--- src/rtl/eth_fcs_rx_ctrl_if.sv ---
// Receive byte stream, CRC engine hookup and stripped payload stream of eth_fcs_rx_ctrl.
interface eth_fcs_rx_ctrl_if;
    logic        rx_dv;
    logic        rx_er;
    logic [7:0]  rxd;
    logic [7:0]  crc_d;
    logic        crc_flg;
    logic        crc_rst_n;
    logic [31:0] crc_value;
    logic        out_valid;
    logic [7:0]  out_data;
    logic        out_sof;
    logic        out_eof;
    logic        out_fcs_ok;

    modport slave (
        input  rx_dv, rx_er, rxd, crc_value,
        output crc_d, crc_flg, crc_rst_n,
        output out_valid, out_data, out_sof, out_eof, out_fcs_ok
    );

    modport master (
        output rx_dv, rx_er, rxd, crc_value,
        input  crc_d, crc_flg, crc_rst_n,
        input  out_valid, out_data, out_sof, out_eof, out_fcs_ok
    );
endinterface

--- src/rtl/eth_fcs_rx_ctrl.sv ---
// Rx FCS sequencer: finds preamble/SFD, drives the external CRC-32 engine, strips the FCS
// through a 5-byte delay line and tags the payload with SOF/EOF and good/bad status.
module eth_fcs_rx_ctrl #(
    parameter logic [31:0] RESIDUE   = 32'hC704_DD7B,
    parameter int unsigned MIN_BYTES = 64,
    parameter int unsigned MAX_BYTES = 1518
) (
    input  logic               CLK,
    input  logic               reset,
    eth_fcs_rx_ctrl_if.slave   bus,
    output logic [15:0]        good_cnt,
    output logic [15:0]        bad_cnt
);

    localparam int unsigned LenW = $clog2(MAX_BYTES + 2);
    localparam logic [LenW-1:0] MaxLen = LenW'(MAX_BYTES);
    localparam logic [LenW-1:0] MinLen = LenW'(MIN_BYTES);
    localparam logic [7:0] PreByte = 8'h55;
    localparam logic [7:0] SfdByte = 8'hD5;

    typedef enum logic [2:0] {StIdle, StPre, StData, StCheck, StDrop} state_e;

    state_e          state_q, state_d;
    logic [LenW-1:0] len_q, len_d;
    logic            err_q, err_d;
    logic            bad_q, bad_d;
    logic            sof_q, sof_d;
    logic [2:0]      held_q, held_d;
    logic [4:0][7:0] dly_q, dly_d;
    logic            out_valid_q, out_valid_d;
    logic [7:0]      out_data_q, out_data_d;
    logic            out_sof_q, out_sof_d;
    logic            out_eof_q, out_eof_d;
    logic            out_ok_q, out_ok_d;
    logic [15:0]     good_q, good_d;
    logic [15:0]     badc_q, badc_d;
    logic            crc_en;
    logic            crc_init;

    always_comb begin
        state_d     = state_q;
        len_d       = len_q;
        err_d       = err_q;
        bad_d       = bad_q;
        sof_d       = sof_q;
        held_d      = held_q;
        dly_d       = dly_q;
        out_valid_d = 1'b0;
        out_data_d  = 8'h00;
        out_sof_d   = 1'b0;
        out_eof_d   = 1'b0;
        out_ok_d    = 1'b0;
        good_d      = good_q;
        badc_d      = badc_q;
        crc_en      = 1'b0;
        crc_init    = 1'b0;

        unique case (state_q)
            StIdle, StPre: begin
                if (!bus.rx_dv) begin
                    state_d = StIdle;
                end else if (bus.rxd == SfdByte) begin
                    crc_init = 1'b1;
                    len_d    = '0;
                    err_d    = 1'b0;
                    held_d   = 3'd0;
                    sof_d    = 1'b1;
                    state_d  = StData;
                end else if (bus.rxd == PreByte) begin
                    state_d = StPre;
                end else begin
                    state_d = StDrop;
                end
            end
            StData: begin
                if (bus.rx_dv) begin
                    crc_en = 1'b1;
                    if (len_q == MaxLen) begin
                        // Oversize: close the frame on the byte already pending, then drop.
                        if (held_q == 3'd5) begin
                            out_valid_d = 1'b1;
                            out_data_d  = dly_q[4];
                            out_sof_d   = sof_q;
                            out_eof_d   = 1'b1;
                        end
                        badc_d  = badc_q + 16'd1;
                        state_d = StDrop;
                    end else begin
                        len_d = len_q + LenW'(1);
                        if (bus.rx_er) begin
                            err_d = 1'b1;
                        end
                        dly_d = {dly_q[3:0], bus.rxd};
                        if (held_q == 3'd5) begin
                            out_valid_d = 1'b1;
                            out_data_d  = dly_q[4];
                            out_sof_d   = sof_q;
                            sof_d       = 1'b0;
                        end else begin
                            held_d = held_q + 3'd1;
                        end
                    end
                end else begin
                    bad_d   = err_q | (len_q < MinLen) | (bus.crc_value != RESIDUE);
                    state_d = StCheck;
                end
            end
            StCheck: begin
                // Oldest held byte is the last payload byte; the other four are the FCS.
                if (held_q == 3'd5) begin
                    out_valid_d = 1'b1;
                    out_data_d  = dly_q[4];
                    out_sof_d   = sof_q;
                    out_eof_d   = 1'b1;
                    out_ok_d    = ~bad_q;
                end
                if (bad_q) begin
                    badc_d = badc_q + 16'd1;
                end else begin
                    good_d = good_q + 16'd1;
                end
                state_d = StIdle;
            end
            StDrop: begin
                if (!bus.rx_dv) begin
                    state_d = StIdle;
                end
            end
            default: state_d = StIdle;
        endcase
    end

    always_ff @(posedge CLK) begin
        if (!reset) begin
            state_q     <= StIdle;
            len_q       <= '0;
            err_q       <= 1'b0;
            bad_q       <= 1'b0;
            sof_q       <= 1'b0;
            held_q      <= 3'd0;
            dly_q       <= '0;
            out_valid_q <= 1'b0;
            out_data_q  <= 8'h00;
            out_sof_q   <= 1'b0;
            out_eof_q   <= 1'b0;
            out_ok_q    <= 1'b0;
            good_q      <= 16'd0;
            badc_q      <= 16'd0;
        end else begin
            state_q     <= state_d;
            len_q       <= len_d;
            err_q       <= err_d;
            bad_q       <= bad_d;
            sof_q       <= sof_d;
            held_q      <= held_d;
            dly_q       <= dly_d;
            out_valid_q <= out_valid_d;
            out_data_q  <= out_data_d;
            out_sof_q   <= out_sof_d;
            out_eof_q   <= out_eof_d;
            out_ok_q    <= out_ok_d;
            good_q      <= good_d;
            badc_q      <= badc_d;
        end
    end

    assign bus.crc_d      = bus.rxd;
    assign bus.crc_flg    = crc_en;
    assign bus.crc_rst_n  = reset & ~crc_init;
    assign bus.out_valid  = out_valid_q;
    assign bus.out_data   = out_data_q;
    assign bus.out_sof    = out_sof_q;
    assign bus.out_eof    = out_eof_q;
    assign bus.out_fcs_ok = out_ok_q;
    assign good_cnt       = good_q;
    assign bad_cnt        = badc_q;

endmodule
--- src/flat_wrapper.sv ---
// flat-port wrapper written by rule: the top's interface ports become plain ports
module eth_fcs_rx_ctrl_flat 
#(
    parameter logic [31:0] RESIDUE   = 32'hC704_DD7B,
    parameter int unsigned MIN_BYTES = 64,
    parameter int unsigned MAX_BYTES = 1518
)
  (CLK, reset, good_cnt, bad_cnt, bus_rx_dv, bus_rx_er, bus_rxd, bus_crc_value, bus_crc_d, bus_crc_flg, bus_crc_rst_n, bus_out_valid, bus_out_data, bus_out_sof, bus_out_eof, bus_out_fcs_ok);
  eth_fcs_rx_ctrl_if bus_i ();
  input  logic CLK;
  input  logic reset;
  output logic [15:0] good_cnt;
  output logic [15:0] bad_cnt;
  input wire logic [$bits(bus_i.rx_dv)-1:0] bus_rx_dv;
  input wire logic [$bits(bus_i.rx_er)-1:0] bus_rx_er;
  input wire logic [$bits(bus_i.rxd)-1:0] bus_rxd;
  input wire logic [$bits(bus_i.crc_value)-1:0] bus_crc_value;
  output wire logic [$bits(bus_i.crc_d)-1:0] bus_crc_d;
  output wire logic [$bits(bus_i.crc_flg)-1:0] bus_crc_flg;
  output wire logic [$bits(bus_i.crc_rst_n)-1:0] bus_crc_rst_n;
  output wire logic [$bits(bus_i.out_valid)-1:0] bus_out_valid;
  output wire logic [$bits(bus_i.out_data)-1:0] bus_out_data;
  output wire logic [$bits(bus_i.out_sof)-1:0] bus_out_sof;
  output wire logic [$bits(bus_i.out_eof)-1:0] bus_out_eof;
  output wire logic [$bits(bus_i.out_fcs_ok)-1:0] bus_out_fcs_ok;
  assign bus_i.rx_dv = bus_rx_dv;
  assign bus_i.rx_er = bus_rx_er;
  assign bus_i.rxd = bus_rxd;
  assign bus_i.crc_value = bus_crc_value;
  assign bus_crc_d = bus_i.crc_d;
  assign bus_crc_flg = bus_i.crc_flg;
  assign bus_crc_rst_n = bus_i.crc_rst_n;
  assign bus_out_valid = bus_i.out_valid;
  assign bus_out_data = bus_i.out_data;
  assign bus_out_sof = bus_i.out_sof;
  assign bus_out_eof = bus_i.out_eof;
  assign bus_out_fcs_ok = bus_i.out_fcs_ok;
  eth_fcs_rx_ctrl #(.RESIDUE(RESIDUE), .MIN_BYTES(MIN_BYTES), .MAX_BYTES(MAX_BYTES)) u_core (.CLK(CLK), .reset(reset), .bus(bus_i), .good_cnt(good_cnt), .bad_cnt(bad_cnt));
endmodule
--- config.mk ---
export PLATFORM = sky130hd
export DESIGN_NAME = eth_fcs_rx_ctrl_flat
export DESIGN_NICKNAME = d
export VERILOG_FILES = /design/src/rtl/eth_fcs_rx_ctrl_if.sv /design/src/rtl/eth_fcs_rx_ctrl.sv /design/src/flat_wrapper.sv
export SDC_FILE = /design/constraint.sdc
export NUM_CORES = 1
export LEC_CHECK = 0
export ABC_AREA = 1
export CORE_ASPECT_RATIO = 0.75
export CORE_UTILIZATION = 41
export CTS_BUF_LIST = sky130_fd_sc_hd__clkbuf_8
export CTS_CLUSTER_SIZE = 25
export DETAILED_ROUTE_END_ITERATION = 7
export DONT_BUFFER_PORTS = 1
export SLEW_MARGIN = 10
export SYNTH_ARGS = -nofsm -noshare
export SYNTH_HDL_FRONTEND = slang
export SYNTH_SLANG_ARGS = --single-unit
--- constraint.sdc ---
create_clock -name CLK -period 1.7 [get_ports CLK]
set_input_delay 0.51 -clock CLK [delete_from_list [all_inputs] [get_ports CLK]]
set_output_delay 0.51 -clock CLK [all_outputs]
set_load 0.01 [all_outputs]
# Word level (Yosys, flattened, before mapping)
# Cells that the tools add are included.
[totals]
register_bits = 104
latchBits = 0
mem_bits_rw = 0
romBits = 0
inputBits = 44
out_inout_bits = 54
elab_cells = 115
memories = 0
[op_classes]
addsub = 4
multipliers = 0
div_mod_pow = 0
magnitude_cmp = 1
n_eq_ne = 20
shifts = 0
muxes = 51
bitwise = 7
n_reduce_logical = 14
[ops]
columns = ["operator", "count"]
rows = [
  ["two-way mux 16 bit", 3],
  ["two-way mux 11 bit", 4],
  ["two-way mux 3 bit", 11],
  ["adder 16 x 1 -> 16 bit (second input constant)", 2],
  ["!= test 32 bit (second input constant)", 1],
  ["one-hot mux 16 bit (2 select lines)", 1],
  ["one-hot mux 11 bit (2 select lines)", 1],
  ["two-way mux 1 bit", 21],
  ["AND reduction 6 bit", 3],
  ["two-way mux 8 bit", 2],
  ["one-hot mux 8 bit (2 select lines)", 1],
  ["!= test 2 bit (second input constant)", 6],
  ["adder 11 x 1 -> 11 bit (second input constant)", 1],
  ["== test 11 bit (second input constant)", 1],
  ["< comparator 11 x 7 -> 1 bit (second input constant)", 1],
  ["one-hot mux 1 bit (2 select lines)", 5],
  ["one-hot mux 3 bit (3 select lines)", 1],
  ["== test 8 x 7 -> 1 bit (second input constant)", 1],
  ["== test 8 bit (second input constant)", 1],
  ["!= test 2 x 1 -> 1 bit (second input constant)", 4],
  ["== test 3 x 2 -> 1 bit (second input constant)", 2],
  ["== test 3 bit (second input constant)", 2],
  ["one-hot mux 3 bit (2 select lines)", 1],
  ["AND reduction 2 bit", 3],
  ["other kinds (12)", 18],
]

# Logic depth before layout (Yosys ltp)
[logic_depth]
depth_word = 6
ltp_mapped = 12
depth_no_buf = 12

# Worst setup path before layout
# Ideal clock, no wire load.
[synth_path]
path_type = "input to output"
startpoint = "input reset"
endpoint = "output bus_crc_rst_n"
arrival_ps = 1117
required_ps = 1190
setup_slack_ps = 73
cell_stages = 4
path_buffers = 2
path_cell_list = "clkbuf_1 clkbuf_1 nand2_1 inv_1"
[synth_between]
elab_chain_len = 1
[synth_lines]
columns = ["item", "line_no", "source"]
rows = [
  ["start: declaration", "flat_wrapper.sv:11", "input logic reset;"],
  ["AND 1 bit", "eth_fcs_rx_ctrl.sv:169", "assign bus.crc_rst_n = reset & ~crc_init;"],
  ["end: declaration", "flat_wrapper.sv:20", "output wire logic [$bits(bus_i.crc_rst_n)-1:0] bus_crc_rst_n;"],
]
# No other way between the ends.

# Final worst setup path
[layout_path]
startpoint = "register u_core.state_q[1]"
endpoint = "output bus_crc_rst_n"
[layout_between]
elab_chain_len = 5
elab_cells_between_ends = 6
cone_classes = "1 x eq/ne; 1 x mux; 2 x bitwise; 2 x reduce/logical"
[layout_lines]
columns = ["item", "line_no", "source"]
rows = [
  ["start: declaration", "eth_fcs_rx_ctrl.sv:23", "state_e state_q, state_d;"],
  ["start signal: assignment", "eth_fcs_rx_ctrl.sv:135", "state_q <= StIdle;"],
  ["start signal: assignment", "eth_fcs_rx_ctrl.sv:150", "state_q <= state_d;"],
  ["== test 3 x 1 -> 1 bit or logical NOT 3 bit (tied branches)", "eth_fcs_rx_ctrl.sv:58", "unique case (state_q)"],
  ["OR reduction 2 bit (*)", "eth_fcs_rx_ctrl.sv:58", ""],
  ["two-way mux 1 bit (*)", "eth_fcs_rx_ctrl.sv:58", ""],
  ["NOT 1 bit (*)", "eth_fcs_rx_ctrl.sv:169", ""],
  ["AND 1 bit (*)", "eth_fcs_rx_ctrl.sv:169", ""],
]
# Mark *: on every way between the ends. The rest lies on a longest branch, timed or not.

==> impl_metrics.csv <==
group,metric,value,unit
power,ir_worst_vdd,0.000525,V
sta,relSlewSlack,0.713,
grt,grt_max_degree,71,
route,drc,0,
cts,cts_tree,"built",
synth,synth_area,4910,sq um
route,drt-total-wl,11000,microns
critical_path,cp.arrival,1.19,ns
synth,synth.most_common_cell,"nand2_1",
placed_design,portBuffers,0,
die,num_rows,34,
synth,synth-main-ff-cell,"dfxtp_1",
synth,synth.cells.most_frequent,"nand2_1 (134), nor2_1 (131), dfxtp_1 (104), inv_1 (69), o21ai_0 (59)",
synth,yosys_warnings,0,
synth,synthCells,697,
route,avgViaCountPerCell,4.84,
synth,syn_avg_cell_area,7.05,sq um
sta,hold_viol_final,0,
grt,grt-ovfl-total,0,
synth,synth_nets,747,
grt,grt_antenna_before_repair,0,
synth,synth_seq_cells,104,
route,num_vias,4266,
cts,cts_max_level,3,
critical_path,crit_fanout,3,
grt,grt_first_pass_wirelength,18500,microns
synth,yosysTopAreaCellShare,0.424,
placed_design,gp_congestion,0.816,
cts,cts_made_buffers,9,
sta,finalCriticalPeriod,1.70,ns
finish,drive_gt1_frac,0.140,
finish,area_growth,12.4,%
finish,layoutNonFillerInstCount,881,
critical_path,critPathLaunch,"u_core.state_q[1]",
critical_path,cp.required,1.19,ns
route,first_pass_iters,4,
synth,ys_top_cells_by_area,"dfxtp_1 (42%), nand2_1 (10%), nor2_1 (10%), o21ai_0 (6.0%), inv_1 (5.3%)",
sta,max_freq,0.589,GHz
placed_design,dp_hpwl,7840,microns
sta,tns,0,ns
critical_path,ff2ff_path_depth,8,
cts,cts.reportedPaths.clkPinSlew,0.10,ns
sta,tightest_slew,0.429,ns
placed_design,dp_cells,850,
sta,drv_slew,0,
grt,grt_usage,0.184,
status,status,"completed",
sta,setup_viol,0,
synth,ys_seq_area_frac,0.424,
critical_path,startpoint_type,"register",
grt,grtUsageMet1,0.265,
die,die_h,96.8,microns
critical_path,r2r_slack,0.11,ns
die,dieArea,12400,sq um
route,first_iter_violations,215,
synth,yosysUniqueCellTypes,36,
finish,n_antenna_cell,0,
critical_path,endpoint,"bus_crc_rst_n",
sta,rsz0062_at_grt,"true",
critical_path,r2r_end,"u_core.len_q[10]",
synth,synth_top_area_cell,"dfxtp_1",
die,initial_core_util,0.423,
grt,top_usage_layer,"met2",
job,maxCapViolations,0,
synth,synth-edff-count,0,
grt,met2_usage,0.266,
finish,final_net_count,764,
power,power_per_cell_area,780,nW/um^2
die,core,11600,sq um
hold_path,min_path_type,"primary input to register",
power,p_leak,0.00209,uW
cts,cts_max_path_buffers,2,
route,wl_per_cell,12.5,microns
finish,final_core_util,0.475,
grt,grt_use_met3,0.0481,
die,io_pins,98,
cts,root_buffer,"clkbuf_8",
cts,clock_latency,0.36,ns
synth,synth-async-reset-ratio,0,
critical_path,worstSetupEndpointType,"output pin",
die,die_x,128,microns
sta,clock_skew,0.00714,ns
grt,grt_pass1_vias,3946,
cts,cts.sinks,104,
sta,period_share,0.999,
critical_path,r2r_start,"u_core.state_q[2]",
route,ant_nets,0,
critical_path,path_class,"register to output pin",
cts,cts_hold_buffers,0,
## layer usage
| layer | vias to the layer above | part of all wire | routed length (microns) |
|---|---|---|---|
| li1 | 2244 | - | - |
| met4 | 0 | 0.0086 | 95 |
| met2 | 112 | 0.41 | 4490 |
| met5 | - | 0 | 0 |
| met3 | 9 | 0.053 | 579 |
| met1 | 1901 | 0.53 | 5840 |
## flip-flops by register name, summed over array words and instances (netlist names)
signal / count
u_core.dly_q: 40
u_core.bad_cnt: 16
u_core.bus.out_fcs_ok: 1
u_core.held_q: 3
u_core.len_q: 11
u_core.state_q: 3
u_core.err_q: 1
u_core.good_cnt: 16
u_core.bus.out_valid: 1
u_core.bad_q: 1
u_core.sof_q: 1
u_core.bus.out_eof: 1
u_core.bus.out_data: 8
u_core.bus.out_sof: 1
## repair_timing
| item | CTS | global route |
|---|---|---|
| endpoints found under the setup margin | 2 | 56 |
| resized for setup | 14 | 22 |
| pin swaps | 5 | 7 |
| buffers inserted | 11 | 4 |
## critical path: stages (launching register included)
cell     delay, ns
dfxtp_2       0.36
nor2_4        0.11
inv_2         0.06
nor2_4        0.09
nand3_2       0.08
nand2_2       0.08
inv_2         0.05
## how the worst min path moves through the flow
stage	start	to	cells after the start
final	reset	u_core.state_q[2]	2
after global routing	reset	u_core.good_cnt[13]	2
after CTS	reset	u_core.state_q[2]	2
after detailed placement	u_core.dly_q[38]	u_core.bus.out_data[6]	2
after global placement	u_core.dly_q[38]	u_core.bus.out_data[6]	2
after floorplan	u_core.sof_q	u_core.bus.out_sof	2
## logic make-up after synthesis
family | share of synthesized area
buffers and inverters | 0.0999
DFF | 0.424
AOI/OAI and AO/OA | 0.127
xor gates and xnor gates | 0.0196
and+or+nand+nor | 0.314
adders and majority gates | 0.0153
## layout make-up
type | instances | area (sq um)
Multi-Input combinational cell | 486 | 2390
Inverter | 75 | 294
Clock buffer | 10 | 138
Tap cell | 162 | 203
Timing Repair Buffer | 38 | 313
Sequential cell | 104 | 2090
Fill cell | 1140 | 6090
Clock inverter | 6 | 90.1
## power by group
part | switching, uW | leakage, uW | internal, uW | total (uW)
Combinational | 74.3 | 0.00113 | 49.6 | 124
Clock | 860 | 0.000113 | 878 | 1740
Sequential | 4.46 | 0.000840 | 2440 | 2440
Total | 938 | 0.00209 | 3370 | 4300
## stage by stage
stage | total power (uW) | worst slack [ns] | hold slack [ns] | instance area [sq um]
after floorplan | 2620 | 0.0727 | 0.409 | 4910
after detailed placement | 2600 | 0.0754 | 0.426 | 5090
after CTS | 4370 | -0.0914 | 0.230 | 5440
after global placement | 2600 | 0.125 | 0.423 | 5090
final | 4310 | 0.00224 | 0.254 | 5520
after global routing | 4490 | -0.0966 | 0.235 | 5520
## cell usage in the layout, fill, tap and decap left out, drive strengths merged
| cell type | n |
|---|---|
| inv | 76 |
| o21a | 1 |
| ha | 6 |
| xnor2 | 1 |
| clkinvlp | 1 |
| a31oi | 3 |
| nor2 | 137 |
| clkbuf | 10 |
| a21boi | 1 |
| nor3 | 6 |
| nand4 | 15 |
| xor2 | 10 |
| nand2 | 144 |
| o21bai | 2 |
| nand3b | 5 |
| nand3 | 35 |
| nor3b | 3 |
| a21oi | 49 |
| dfxtp | 104 |
| and2 | 1 |
| clkinv | 2 |
| or2 | 4 |
| o21ai | 63 |
| buf | 38 |
| bufinv | 2 |
Power figures use the tool's default switching activity.
